==> src/rtl/tone_decoder.sv <==
// Gated-frequency tone decoder: counts tone edges per GATE_MS window and locks onto C4..C5.
// Latency: an edge is counted 3 clk after the pin edge; outputs update 2 clk after a window closes.
// Backpressure: none; results are overwritten every window and window_done marks each update.
module tone_decoder #(
    parameter int GATE_MS = 250,
    parameter int CNT_W   = 16
) (
    input  logic        clk,
    input  logic        rst_n,
    input  logic [15:0] ticks_per_milli,
    input  logic        tone_in,
    output logic [7:0]  led,
    output logic [2:0]  note,
    output logic        note_valid,
    output logic [15:0] freq_hz,
    output logic        window_done
);
    localparam int MULT   = 1000 / GATE_MS;
    localparam int MS_W   = $clog2(GATE_MS);
    localparam int PROD_W = (CNT_W + 4 > 17) ? CNT_W + 4 : 17;
    localparam logic [MS_W-1:0]  MS_LAST  = MS_W'(GATE_MS - 1);
    localparam logic [CNT_W-1:0] CNT_MAX  = '1;
    localparam logic [7:0]       LED_DASH = 8'h40;

    typedef enum logic [1:0] {ST_SILENT, ST_CAND, ST_LOCKED} state_t;

    // Returns {hit, note index}; hit=0 means the frequency is outside every note band.
    function automatic logic [3:0] classify(input logic [15:0] f);
        logic [3:0] r;
        r = 4'b0000;
        if      (f < 16'd247)  r = 4'b0000;
        else if (f <= 16'd277) r = {1'b1, 3'd0};
        else if (f <= 16'd311) r = {1'b1, 3'd1};
        else if (f <= 16'd339) r = {1'b1, 3'd2};
        else if (f <= 16'd370) r = {1'b1, 3'd3};
        else if (f <= 16'd415) r = {1'b1, 3'd4};
        else if (f <= 16'd466) r = {1'b1, 3'd5};
        else if (f <= 16'd508) r = {1'b1, 3'd6};
        else if (f <= 16'd550) r = {1'b1, 3'd7};
        return r;
    endfunction

    function automatic logic [7:0] seg_of(input logic [2:0] n);
        logic [7:0] s;
        s = LED_DASH;
        case (n)
            3'd0: s = 8'h39;
            3'd1: s = 8'h5E;
            3'd2: s = 8'h79;
            3'd3: s = 8'h71;
            3'd4: s = 8'h3D;
            3'd5: s = 8'h77;
            3'd6: s = 8'h7C;
            3'd7: s = 8'hB9;
            default: s = LED_DASH;
        endcase
        return s;
    endfunction

    // [1:0] is the synchronizer, [2] holds the previous synchronized level for edge detect.
    logic [2:0] tone_sync;
    logic       edge_det;

    always_ff @(posedge clk or negedge rst_n) begin
        if (!rst_n) tone_sync <= '0;
        else        tone_sync <= {tone_sync[1:0], tone_in};
    end

    assign edge_det = tone_sync[1] & ~tone_sync[2];

    logic [15:0]     tpm_eff;
    logic [15:0]     presc;
    logic            ms_tick;
    logic [MS_W-1:0] ms_cnt;
    logic            gate_end;

    assign tpm_eff  = (ticks_per_milli == 16'd0) ? 16'd1 : ticks_per_milli;
    // >= rather than == so a shrinking ticks_per_milli wraps immediately instead of running to 65535.
    assign ms_tick  = (presc >= tpm_eff - 16'd1);
    assign gate_end = ms_tick && (ms_cnt == MS_LAST);

    always_ff @(posedge clk or negedge rst_n) begin
        if (!rst_n) begin
            presc  <= '0;
            ms_cnt <= '0;
        end else begin
            presc <= ms_tick ? 16'd0 : presc + 16'd1;
            if (ms_tick) ms_cnt <= gate_end ? '0 : ms_cnt + 1'b1;
        end
    end

    logic [CNT_W-1:0] edge_cnt;
    logic [CNT_W-1:0] cnt_inc;
    logic [CNT_W-1:0] win_cnt;
    logic             win_vld;

    assign cnt_inc = (edge_det && (edge_cnt != CNT_MAX)) ? edge_cnt + 1'b1 : edge_cnt;

    always_ff @(posedge clk or negedge rst_n) begin
        if (!rst_n) begin
            edge_cnt <= '0;
            win_cnt  <= '0;
            win_vld  <= 1'b0;
        end else begin
            win_vld <= gate_end;
            if (gate_end) begin
                win_cnt  <= cnt_inc;
                edge_cnt <= '0;
            end else begin
                edge_cnt <= cnt_inc;
            end
        end
    end

    logic [PROD_W-1:0] prod;
    logic [15:0]       freq_calc;
    logic [3:0]        cls;
    logic              cls_hit;
    logic [2:0]        cls_idx;

    assign prod      = PROD_W'(win_cnt) * PROD_W'(MULT);
    assign freq_calc = (|prod[PROD_W-1:16]) ? 16'hFFFF : prod[15:0];
    assign cls       = classify(freq_calc);
    assign cls_hit   = cls[3];
    assign cls_idx   = cls[2:0];

    state_t      state, state_nxt;
    logic [2:0]  cand, cand_nxt;
    logic [2:0]  note_nxt;
    logic        valid_nxt;
    logic [15:0] freq_nxt;
    logic [7:0]  led_nxt;
    logic        done_nxt;

    always_ff @(posedge clk or negedge rst_n) begin
        if (!rst_n) begin
            state       <= ST_SILENT;
            cand        <= '0;
            note        <= '0;
            note_valid  <= 1'b0;
            freq_hz     <= '0;
            led         <= LED_DASH;
            window_done <= 1'b0;
        end else begin
            state       <= state_nxt;
            cand        <= cand_nxt;
            note        <= note_nxt;
            note_valid  <= valid_nxt;
            freq_hz     <= freq_nxt;
            led         <= led_nxt;
            window_done <= done_nxt;
        end
    end

    always_comb begin
        state_nxt = state;
        cand_nxt  = cand;
        note_nxt  = note;
        valid_nxt = note_valid;
        freq_nxt  = freq_hz;
        led_nxt   = led;
        done_nxt  = 1'b0;
        if (win_vld) begin
            done_nxt = 1'b1;
            freq_nxt = freq_calc;
            if (!cls_hit) begin
                state_nxt = ST_SILENT;
                valid_nxt = 1'b0;
            end else begin
                case (state)
                    ST_SILENT: begin
                        state_nxt = ST_CAND;
                        cand_nxt  = cls_idx;
                        valid_nxt = 1'b0;
                    end
                    ST_CAND: begin
                        if (cls_idx == cand) begin
                            state_nxt = ST_LOCKED;
                            note_nxt  = cls_idx;
                            valid_nxt = 1'b1;
                        end else begin
                            cand_nxt = cls_idx;
                        end
                    end
                    ST_LOCKED: begin
                        if (cls_idx != note) begin
                            state_nxt = ST_CAND;
                            cand_nxt  = cls_idx;
                            valid_nxt = 1'b0;
                        end
                    end
                    default: begin
                        state_nxt = ST_SILENT;
                        valid_nxt = 1'b0;
                    end
                endcase
            end
            led_nxt = valid_nxt ? seg_of(note_nxt) : LED_DASH;
        end
    end

endmodule
==> config.mk <==
export PLATFORM = sky130hd
export DESIGN_NAME = tone_decoder
export DESIGN_NICKNAME = d
export VERILOG_FILES = /design/src/rtl/tone_decoder.sv
export SDC_FILE = /design/constraint.sdc
export NUM_CORES = 1
export LEC_CHECK = 0
export ABC_AREA = 1
export CORE_UTILIZATION = 58
export CTS_CLUSTER_SIZE = 40
export DETAILED_ROUTE_END_ITERATION = 10
export GPL_TIMING_DRIVEN = 0
export PLACE_DENSITY = 0.79
export SETUP_SLACK_MARGIN = 0.02
export SLEW_MARGIN = 0
export SYNTH_ARGS = -nofsm -noshare
export SYNTH_HDL_FRONTEND = slang
export SYNTH_SLANG_ARGS = --single-unit
==> constraint.sdc <==
create_clock -name clk -period 3.2 [get_ports clk]
set_input_delay 0.8 -clock clk [delete_from_list [all_inputs] [get_ports clk]]
set_output_delay 0.8 -clock clk [all_outputs]
set_load 0.01 [all_outputs]
Word-level counts from Yosys, hierarchy flattened. Memories as Yosys holds them, arrays and structs flattened. Index checks and enable logic that the tools add are counted.

Register bits after elaboration: 94. Memory bits (read-only): 56. Input bits: 19. Output and inout port bits: 29. Word-level logic and storage cells: 81. Memories: 1.

Memories: (name not given) (words 8, bits a word 7, read ports 1, clocked after memory_dff 0, wr ports 0, RTL line 46) `case (n)`.

Add/sub/neg operators: 4. Magnitude comparators: 10. Eq/ne operators: 10. Muxes and demuxes: 33. Bitwise gates (word level): 2. Reduce and logical (&&, ||, !) cells: 8.

Operators with widths (number): $le 16x9->1 const B (7); $mux 16 (5); $mux 4 (9); $add 16x1->16 const B (2); $mux 3 (6); $ge 16x16->1 (1); $le 16x10->1 const B (1); $logic_not 16->1 (1); $lt 16x8->1 const B (1); $mux 8 (2); $ne 16x16->1 const B (1); $sub 16x1->16 const B (1); $pmux 3 s3 (1); $add 8x1->8 const B (1); $eq 8x8->1 const B (1); $mux 2 (3); $ne 3x3->1 const B (2); $pmux 2 s3 (1); $mux 1 (5); $reduce_and 5->1 (1); $ne 2x2->1 const B (2); $eq 3x3->1 (1); $ne 3x3->1 (1); $reduce_and 3->1 (1); other kinds (9) (10).

Depth between registers and ports, before layout. Gate-level depths: netlist of run 1. An unclocked memory read counts as a cell.

Depth after elaboration: 19. Mapped depth: 24. Gate-level depth less buffers: 24.

Worst setup path before layout of run 1. No wires, ideal clock.

Kind: input port to flip-flop. From: input ticks_per_milli[0]. To: register edge_cnt[14]. Library setup time: 132 ps. Arrival time: 3707 ps. Required time: 3068 ps. Setup slack: -639 ps. Stages on the path: 23. Buffers on the path: 1. Path through: nor3_1 nand2_1 nor3_1 nand4_1 inv_1 nor2_1 ha_1 nand2_1 nor2_1 nand3_1 nor4_1 xnor2_1 ha_1 nand2_1 inv_1 nand3_1 nor3_1 nand3_1 nand3_1 nand2_1 clkinv_1 clkbuf_1 nor2_1.

Cells in the longest elaborated chain, start to end: 6.

Ends and longest elaborated chain: start, declared (RTL line 10) `input logic [15:0] ticks_per_milli,`; $logic_not 16->1 (RTL line 77) `assign tpm_eff = (ticks_per_milli == 16'd0) ? 16'd1 : ticks_per_milli;`; $mux 16 (*) (RTL line 77); $sub 16x1->16 (*) (RTL line 79) `assign ms_tick = (presc >= tpm_eff - 16'd1);`; $ge 16x16->1 (*) (RTL line 79); $logic_and 1x1->1 (*) (RTL line 80) `assign gate_end = ms_tick && (ms_cnt == MS_LAST);`; named net gate_end (RTL line 75) `logic gate_end;`; $mux 16 (*) (RTL line 106) `if (gate_end) begin`; end signal, assigned (RTL line 110) `edge_cnt <= cnt_inc;`; end, declared (RTL line 92) `logic [CNT_W-1:0] edge_cnt;`.

Mark *: on every way through the listed nets, which the timed path passes. The rest lies on a longest branch. A chain may end at the register's enable or synchronous reset.

Worst setup path in the final report of run 1.
From: input ticks_per_milli[0]. To: register edge_cnt[4].

Same word-level chain as after synthesis.

==> summary.md, run 1 <==
| Metric | Value |
|---|---|
| # fillers | 580 |
| Distinct cell type count of the synthesized netlist | 40 |
| Ratio of cells with drive above 1 in the final layout | 23.2% |
| Initial DRC count | 181 |
| Final hold vios | 0 |
| Place WS | -1.34 ns |
| Critical path endpoint category | register |
| Top cell type's share of synthesized area | 43.4% |
| Largest net degree at the start of global routing | 54 |
| Cells after Synth | 657 |
| P&R area growth vs syn | 31.2% |
| CP max FO | 10 |
| Startpoint types | input pin |
| Die Span Y | 97.2 microns |
| Hold-fix buffers, CTS | 0 |
| Multi-input gate area | 3000 sq um |
| Leakage power | 0.00325 uW |
| Gr busiest metal | met2 |
| Core area | 8760 sq um |
| Pwr Density | 466 nW/um^2 |
| Routed vias | 4674 |
| DRT Wirelength | 12700 microns |
| RSZ-0062 raised after global routing | yes |
| Reg power frac | 46.6% |
| Switch share | 31.3% |
| Row cnt | 34 |
| Tcrit/Tclk final | 109% |
| Vias in the first global route | 4668 |
| Horiz. Die Dim | 97.2 microns |
| Met2 GRT Util | 49.1% |
| Post-synthesis sequential area ratio | 43.9% |
| Post-route ant nets | 0 |
| Port-buffer cells | 47 |
| DIE AREA | 9440 sq um |
| Clock Skew | 0.0121 ns |
| Fin util | 78.7% |
| Post-Syn Area | 5250 sq um |
| Setup WS post-layout | -0.297 ns |
| Setup violations, final | 57 |
| GRT overflow | 0 |
| Slew of the pin with the lowest slew margin | 1.29 ns |
| Final min period | 3.50 ns |
| Met1 GRT Util | 31.7% |
| N_diodes | 0 |
| Critical path required time | 3.48 ns |
| Syn_area_per_cell | 7.99 sq um |
| Initial antenna violation count | 0 |
| Placed cell area | 6000 sq um |
| CTS max path bufs | 2 |
| Routed length per instance | 14.8 microns |
| Post-route DRC | 0 |
| Pint | 2210 uW |
| Initial core utilization | 59.9% |
| Via/cell ratio | 5.44 |
| Reg2reg setup slack | 0.35 ns |
| Worst-Skew Late Latency | 0.36 ns |
| Fin area | 6890 sq um |
| Fin nets | 797 |
| Failing checks | negative setup slack |
| Syn. warnings | 0 |
| Min-Delay Path Class | reg -> reg |
| Num CTS Buffers | 9 |
| Worst vdd ir | 0.000418 V |
| Max Clk Rate | 286 MHz |
| Synth area leader | dfrtp_1 |
| TritonCTS Sinks | 92 |
| Final GP Congestion | 0.846 |
| H-tree levels | 3 |
| Number of max-cap violations | 0 |
| Status | complete, but fails checks |
| NetSw | 1010 uW |
| Syn_nets | 707 |
| CTS Root Cell | clkbuf_8 |
| Clk slew on worst S/H paths | 0.09 ns |
| Crit path arrival time | 3.78 ns |
| Met3 usage | 3.67% |
| Logic pwr share | 24.0% |
| Initial DRT Pass Iterations | 4 |
| First-pass GRT wire length | 20600 microns |
| Top cells by area, synth | dfrtp_1 (43%), nand2_1 (10%), ha_1 (7.4%) |
| Slew headroom | 13.6% |
| CTS tree | built |
| Max Slew Vio Count | 0 |
| Critical path type | in -> reg |
| Sequential cell area | 2300 sq um |
| # IOs | 48 |
| Dpl hpwl | 8310 microns |
| Clock power share | 29.4% |
| Yosys reg bits | 92 |
| All-layer global routing usage | 26.5% |
[final timing paths]
path | from | depth (start not counted) | endpoint
setup / recovery | ticks_per_milli[0] | 20 | edge_cnt[4]$_DFF_PN0_
hold / removal | tone_sync[0]$_DFF_PN0_ | 0 | tone_sync[1]$_DFF_PN0_
setup reg to reg | win_cnt[14]$_DFFE_PN0N_ | 21 | led[6]$_DFFE_PN1P_
hold reg to reg | tone_sync[0]$_DFF_PN0_ | 0 | tone_sync[1]$_DFF_PN0_
max in group asynchronous | rst_n | 2 | win_cnt[6]$_DFFE_PN0N_
min in group asynchronous | rst_n | 1 | presc[1]$_DFF_PN0_
[per-stage QoR]
step           std cells  total power, uW  hold WS [ns]  TNS, ns
2_1_floorplan        657             1920         0.331    -9.26
3_3_place_gp         812             2070         0.343  -237.10
3_5_place_dp         813             2120         0.346   -68.90
4_1_cts              849             3090         0.374    -4.07
5_1_grt              859             3380         0.382   -24.24
6_report             859             3220         0.371   -11.83
[sequential cells by signal, summed over array words and instances (netlist names)]
| register | count |
|---|---|
| presc | 16 |
| win_vld | 1 |
| led | 8 |
| state | 2 |
| freq_hz | 15 |
| note | 3 |
| win_cnt | 16 |
| window_done | 1 |
| ms_cnt | 8 |
| edge_cnt | 16 |
| tone_sync | 3 |
| cand | 3 |
[timing repair]
item	4_1_cts	5_1_grt
pin swaps	19	15
resized for setup	137	63
setup endpoints to repair	57	57
endpoints found under the hold margin	0	0
gates cloned	2	1
buffers inserted	19	9
[cell usage in the layout (no fill, tap or decap), drive strengths merged]
cell,n
nand2,158
dfrtp,91
nor2,83
inv,76
buf,54
o21ai,50
nand3,41
ha,31
clkdlybuf4s50,30
a21oi,24
xor2,18
clkbuf,18
nor3,15
nand4,11
xnor2,11
nor3b,9
a31oi,6
o211ai,4
bufinv,3
clkinv,3
nand3b,2
nor4b,2
nor4,2
a211oi,1
or2,1
o41ai,1
mux2i,1
and3,1
a2bb2oi,1
o21a,1
nand2b,1
dfstp,1
[power by group through the flow]
stage | logic [uW] | clock network, uW | registers (uW)
detailed placement | 616 | 0 | 1510
CTS | 647 | 959 | 1490
global route | 866 | 1000 | 1520
floorplan | 451 | 0 | 1470
global placement | 574 | 0 | 1500
finish | 771 | 946 | 1500
[synthesized netlist by cell type (all sizes together)]
cell type  instances
o21ai             50
nand3             41
and3               1
clkinv             3
nand2            157
xnor2             11
a211oi             1
mux2i              1
nor4b              2
o211ai             4
nor3b              9
a2bb2oi            1
a31oi              6
or2                1
nor2              83
xor2              18
a21oi             24
nand4             11
buf                4
nor3              15
dfstp              1
ha                31
o21a               1
nand2b             1
nand3b             2
dfrtp             91
clkbuf            10
inv               74
nor4               2
o41ai              1
[cells by family (layout without fill, tap and decap cells)]
family	after synthesis	in the layout	share of synthesized area (%)
AO/OA/AOI/OAI	88	88	9.03
XOR/XNOR	29	29	4.84
adder cells (fa/ha/maj)	31	31	7.38
buffers and inverters	91	184	6.88
flip-flops	92	92	43.9
multiplexers	1	1	0.191
AND/OR/NAND/NOR	325	326	27.8
[metal layers]
metal	vias up	part of all wire [%]
li1	2306	-
met1	2247	41
met2	91	53
met3	30	3.0
met4	0	2.6
met5	-	0
[critical path, cell delays in order]
cell      delay (ns)
buf_8           0.11
nor3_4          0.21
nand2_2         0.09
buf_4           0.15
nor3_4          0.20
nand2_2         0.11
nor3_4          0.19
nand2_2         0.11
nor3_2          0.14
xnor2_1         0.15
ha_1            0.30
a21oi_1         0.21
o21ai_2         0.10
a21oi_4         0.15
nand3_4         0.14
buf_4           0.19
nand2_8         0.10
clkinv_8        0.05
clkbuf_8        0.15
nor2_1          0.11
[cell type report]
type | instances | area share (%)
Buffer | 14 | 2.41
Multi-Input combinational cell | 475 | 43.5
Clock inverter | 5 | 1.56
Clock buffer | 10 | 2.00
Timing Repair Buffer | 78 | 10.8
Sequential cell | 92 | 33.4
Tap cell | 108 | 1.96
Inverter | 77 | 4.39
No activity file was read; power rests on OpenSTA's default activity.
==> run 2: changes to the inputs <==
--- a/config.mk
+++ b/config.mk
@@ -12,6 +12,7 @@
 export GPL_TIMING_DRIVEN = 0
 export PLACE_DENSITY = 0.79
 export SETUP_SLACK_MARGIN = 0.02
+export SKIP_CTS_REPAIR_TIMING = 1
 export SLEW_MARGIN = 0
 export SYNTH_ARGS = -nofsm -noshare
 export SYNTH_HDL_FRONTEND = slang
==> summary.md, run 2 (synthesized netlist as in run 1, its figures left out) <==
| Metric | Value |
|---|---|
| Num CTS Buffers | 9 |
| Row cnt | 34 |
| Setup violations, final | 57 |
| Routed vias | 4488 |
| Status | complete, but fails checks |
| Fin nets | 785 |
| Critical path required time | 3.48 ns |
| Initial antenna violation count | 0 |
| Pwr Density | 471 nW/um^2 |
| Via/cell ratio | 5.30 |
| Leakage power | 0.00318 uW |
| Vias in the first global route | 4452 |
| RSZ-0062 raised after global routing | yes |
| Number of max-cap violations | 0 |
| Crit path buf inv count | 6 |
| Horiz. Die Dim | 97.2 microns |
| Critical R2R Launch | win_cnt[14]$_DFFE_PN0N_ |
| Final hold slack | 0.370 ns |
| DIE AREA | 9440 sq um |
| Clk slew on worst S/H paths | 0.09 ns |
| Worst vdd ir | 0.000417 V |
| Worst-Skew Late Latency | 0.35 ns |
| Critical path type | in -> reg |
| Highest metal layer with signal wires | met4 |
| Largest net degree at the start of global routing | 54 |
| WL met2 | 6090 microns |
| Power Total | 3170 uW |
| Die Span Y | 97.2 microns |
| Max stage delay cell, worst path | ha_1 |
| Startpoint types | input pin |
| # IOs | 48 |
| Critical Path, Cell by Cell | buf_8 > nor3_4 > nand2_2 > buf_4 > nor3_4 > nand2_2 > nor3_4 > nand2_2 > nor3_2 > xnor2_1 > ha_1 > a21oi_2 > o21ai_1 > a21oi_4 > nand3_4 > buf_6 > buf_6 > buf_8 > buf_8 > nor3b_2 |
| Slew of the pin with the lowest slew margin | 0.775 ns |
| M1 WL | 5170 microns |
| Reg2reg setup slack | 0.36 ns |
| Hold path endpoint | tone_sync[1]$_DFF_PN0_ |
| Reg2reg path depth | 21 |
| Dpl hpwl | 8310 microns |
| Final min period | 3.54 ns |
| Initial DRT Pass Iterations | 4 |
| Post-route ant nets | 0 |
| CTS Root Cell | clkbuf_8 |
| N_diodes | 0 |
| Commonest non-fill, non-tap cells in the layout | nand2_1 (134), dfrtp_1 (91), nor2_1 (68) |
| TritonCTS Sinks | 92 |
| Routed length per instance | 13.8 microns |
| Final hold vios | 0 |
| # fillers | 612 |
| Min-Delay Path Class | reg -> reg |
| Hold Path Stages | 0 |
| Largest registers | edge_cnt (16), presc (16), win_cnt (16) |
| Initial DRC count | 132 |
| Failing checks | negative setup slack |
| Ratio of cells with drive above 1 in the final layout | 20.0% |
| RR Endpoint | led[6]$_DFFE_PN1P_ |
| DRT Wirelength | 11700 microns |
| Hold path startpoint | tone_sync[0]$_DFF_PN0_ |
| Max Clk Rate | 282 MHz |
| Cell family with most CP delay | simple AND/OR/NAND/NOR gates |
| Tcrit/Tclk final | 111% |
| Met3 WL | 262 microns |
| GRT overflow | 0 |
| Placed insts | 813 |
| Slew headroom | 48.0% |
| Post-route DRC | 0 |
| P&R area growth vs syn | 27.9% |
| Setup WS post-layout | -0.340 ns |
| Critical path endpoint category | register |
| Fin util | 76.7% |
| Initial core utilization | 59.9% |
| CTS max path bufs | 2 |
| H-tree levels | 3 |
| CTS tree | built |
| CP max FO | 6 |
| Port-buffer cells | 47 |
| Slowest stage delay, CP | 0.33 ns |
| Max Slew Vio Count | 0 |
| Finished Layout Cells | 847 |
| Final GP Congestion | 0.846 |
| First-pass GRT wire length | 18900 microns |
| Most common cell after layout, fill and taps aside | nand2_1 |
| Clock Skew | 0.00928 ns |
| All-layer global routing usage | 24.2% |
| Core area | 8760 sq um |
| Crit path arrival time | 3.82 ns |
[run 2: cell types whose count changed in the layout (fill, tap and decap cells not counted), moves of 4 or more]
cell,previous run,this run
buf_2,5,1
buf_4,31,18
clkbuf_2,0,4
nand2_1,126,134
nand2_2,23,17
o21ai_0,22,27
o21ai_2,6,2
[run 2: worst max-delay path by stage]
stage	from	end	cells after the start
floorplan	ticks_per_milli[0]	ms_cnt[7]$_DFFE_PN0N_	24
global placement	rst_n	edge_cnt[15]$_DFF_PN0_	1
detailed placement	ticks_per_milli[2]	ms_cnt[2]$_DFFE_PN0N_	23
CTS	ticks_per_milli[2]	ms_cnt[2]$_DFFE_PN0N_	23
global route	ticks_per_milli[2]	win_cnt[1]$_DFFE_PN0N_	24
finish	ticks_per_milli[2]	presc[5]$_DFF_PN0_	20
[run 2: area by class of cell]
class,count,area (sq um),share of cell area (%)
clock buffers,10,138,2.05
repair buffers,67,673,10.0
well taps,108,135,2.01
multi-input cells,474,2930,43.5
inverters,77,298,4.43
flip-flops and latches,92,2300,34.3
clock inverters,5,108,1.60
plain buffers,14,139,2.07
[run 2: report_power, final]
group / switching [uW] / internal (uW)
logic: 407 / 332
registers: 163 / 1330
clock network: 397 / 542
[run 2: routing by layer]
layer / vias to the layer above / track usage (%)
met5: - / 0
met1: 2127 / 29.7
met2: 52 / 44.1
met4: 0 / 6.54
met3: 16 / 3.60
li1: 2293 / -
[run 2: metrics by stage]
step,cell area (sq um),worst slack (ns),TNS (ns)
6_report,6720,-0.340,-13.95
2_1_floorplan,5370,-0.259,-9.26
4_1_cts,6240,-0.955,-47.69
5_1_grt,6720,-0.536,-24.31
3_3_place_gp,5970,-1.92,-237.10
3_5_place_dp,6000,-1.34,-68.90
==> run 3: changes to the inputs <==
--- a/config.mk
+++ b/config.mk
@@ -6,10 +6,12 @@
 export NUM_CORES = 1
 export LEC_CHECK = 0
 export ABC_AREA = 1
-export CORE_UTILIZATION = 58
+export CELL_PAD_IN_SITES_DETAIL_PLACEMENT = 1
+export CELL_PAD_IN_SITES_GLOBAL_PLACEMENT = 1
+export CORE_UTILIZATION = 43
 export CTS_CLUSTER_SIZE = 40
 export DETAILED_ROUTE_END_ITERATION = 10
-export GPL_TIMING_DRIVEN = 0
+export GPL_TIMING_DRIVEN = 1
 export PLACE_DENSITY = 0.79
 export SETUP_SLACK_MARGIN = 0.02
 export SKIP_CTS_REPAIR_TIMING = 1
==> summary.md, run 3 (synthesized netlist as in run 1, its figures left out) <==
| Metric | Value |
|---|---|
| Status | complete, but fails checks |
| Failing checks | negative setup slack |
| Max Clk Rate | 288 MHz |
| Final hold slack | 0.356 ns |
| Row cnt | 40 |
| Critical R2R Launch | win_cnt[14]$_DFFE_PN0N_ |
| Placed cell area | 6220 sq um |
| Core area | 12000 sq um |
| # IOs | 48 |
| Via/cell ratio | 5.21 |
| H-tree levels | 3 |
| Finished Layout Cells | 908 |
| Vias in the first global route | 4916 |
| Max Slew Vio Count | 0 |
| CTS Root Cell | clkbuf_16 |
| Routed length per instance | 15.3 microns |
| Initial antenna violation count | 0 |
| Fin area | 6900 sq um |
| CP max FO | 22 |
| Fin nets | 806 |
| Most common cell after layout, fill and taps aside | nand2_1 |
| M1 WL | 5990 microns |
| # fillers | 1455 |
| Port-buffer cells | 47 |
| Reg2reg setup slack | 0.24 ns |
| Final min period | 3.48 ns |
| GRT overflow | 0 |
| TritonCTS Sinks | 92 |
| Num CTS Buffers | 9 |
| Ratio of cells with drive above 1 in the final layout | 20.4% |
| Routed vias | 4735 |
| Startpoint types | input pin |
| N_diodes | 0 |
| All-layer global routing usage | 22.3% |
| Final GP Congestion | 0.851 |
| Clk slew on worst S/H paths | 0.07 ns |
| Reg2reg path depth | 19 |
| Initial core utilization | 43.9% |
| Critical path required time | 3.42 ns |
| Horiz. Die Dim | 113 microns |
| Final hold vios | 0 |
| First-pass GRT wire length | 22600 microns |
| RR Endpoint | led[6]$_DFFE_PN1P_ |
| Leakage power | 0.00335 uW |
| DIE AREA | 12700 sq um |
| Crit path to | win_cnt[2]$_DFFE_PN0N_ |
| Crit path arrival time | 3.70 ns |
| CTS tree | built |
| Post-route DRC | 0 |
| Largest registers | edge_cnt (16), presc (16), win_cnt (16) |
| Pwr Density | 485 nW/um^2 |
| Initial DRT Pass Iterations | 4 |
| Worst vdd ir | 0.000321 V |
| Clock Skew | 0.00742 ns |
| Number of max-cap violations | 0 |
| Slew of the pin with the lowest slew margin | 0.726 ns |
| Setup WS post-layout | -0.277 ns |
| Critical path endpoint category | register |
| Worst-Skew Late Latency | 0.35 ns |
| Die Span Y | 113 microns |
| Post-route ant nets | 0 |
| P&R area growth vs syn | 31.3% |
| Placed insts | 874 |
| WL met2 | 7480 microns |
| Dpl hpwl | 10000 microns |
| Min-Delay Path Class | reg -> reg |
| Fin util | 57.7% |
| Highest metal layer with signal wires | met4 |
| Critical path type | in -> reg |
| Worst Setup SP | ticks_per_milli[15] |
| Largest net degree at the start of global routing | 56 |
| Slew headroom | 51.3% |
| DRT Wirelength | 13900 microns |
| CTS max path bufs | 2 |
| Power Total | 3340 uW |
| RSZ-0062 raised after global routing | yes |
| Tcrit/Tclk final | 109% |
| Met3 WL | 254 microns |
| Commonest non-fill, non-tap cells in the layout | nand2_1 (139), dfrtp_1 (91), nor2_1 (73) |
| Setup violations, final | 57 |
| Initial DRC count | 220 |
run 3: cell types whose count changed in the layout (fill, tap and decap cells not counted), sizes merged:
cell / delta
buf: +19
dlymetal6s2s: +4
bufinv: -2
clkinv: +2
clkbuf: -1
clkinvlp: +1
inv: -1
run 3: layout make-up:
type | instances | area [sq um] | share of cell area, %
clock buffer | 11 | 243 | 3.52
inverter | 77 | 298 | 4.32
sequential | 92 | 2300 | 33.4
multi-input combinational | 474 | 2860 | 41.4
timing repair buffer | 102 | 952 | 13.8
clock inverter | 5 | 60.1 | 0.871
tap | 147 | 184 | 2.67
run 3: worst min-delay path by stage:
stage / from / endpoint / cells after the start
after floorplan: tone_sync[0]$_DFF_PN0_ / tone_sync[1]$_DFF_PN0_ / 0
after global placement: tone_sync[0]$_DFF_PN0_ / tone_sync[1]$_DFF_PN0_ / 0
after detailed placement: tone_sync[0]$_DFF_PN0_ / tone_sync[1]$_DFF_PN0_ / 0
after CTS: tone_sync[0]$_DFF_PN0_ / tone_sync[1]$_DFF_PN0_ / 0
after global routing: tone_sync[0]$_DFF_PN0_ / tone_sync[1]$_DFF_PN0_ / 0
final: tone_sync[0]$_DFF_PN0_ / tone_sync[1]$_DFF_PN0_ / 0
run 3: metal layers:
layer / up-vias / track usage, %
li1: 2328 / -
met1: 2328 / 26.7
met2: 62 / 41.3
met3: 17 / 2.43
met4: 0 / 7.73
met5: - / 0
run 3: metrics by stage:
step	setup TNS (ns)	setup WS, ns
final	-8.92	-0.277
after global placement	-43.11	-0.816
after global routing	-20.76	-0.469
after floorplan	-9.26	-0.259
after detailed placement	-53.59	-1.07
after CTS	-33.06	-0.712
run 3: power by group:
part | total (uW) | leakage [uW] | internal, uW | switching (uW)
clock | 1100 | 0.000146 | 630 | 474
sequential | 1510 | 0.00119 | 1330 | 180
combinational | 731 | 0.00202 | 328 | 403
run 3: critical path, cell delays in order:
cell	delay [ns]
clkbuf_2	0.10
nor4_2	0.05
buf_4	0.13
nand4_1	0.09
inv_2	0.08
nor2_4	0.14
ha_4	0.16
nand2_4	0.05
nor2_4	0.14
nand3_4	0.10
nor4_4	0.28
xnor2_1	0.12
ha_1	0.28
nand2_1	0.05
inv_1	0.06
nand3_2	0.08
nor3_4	0.17
nand3_2	0.14
nand3_4	0.14
nand2_4	0.14
buf_12	0.22
nand2_1	0.06
o21ai_0	0.09
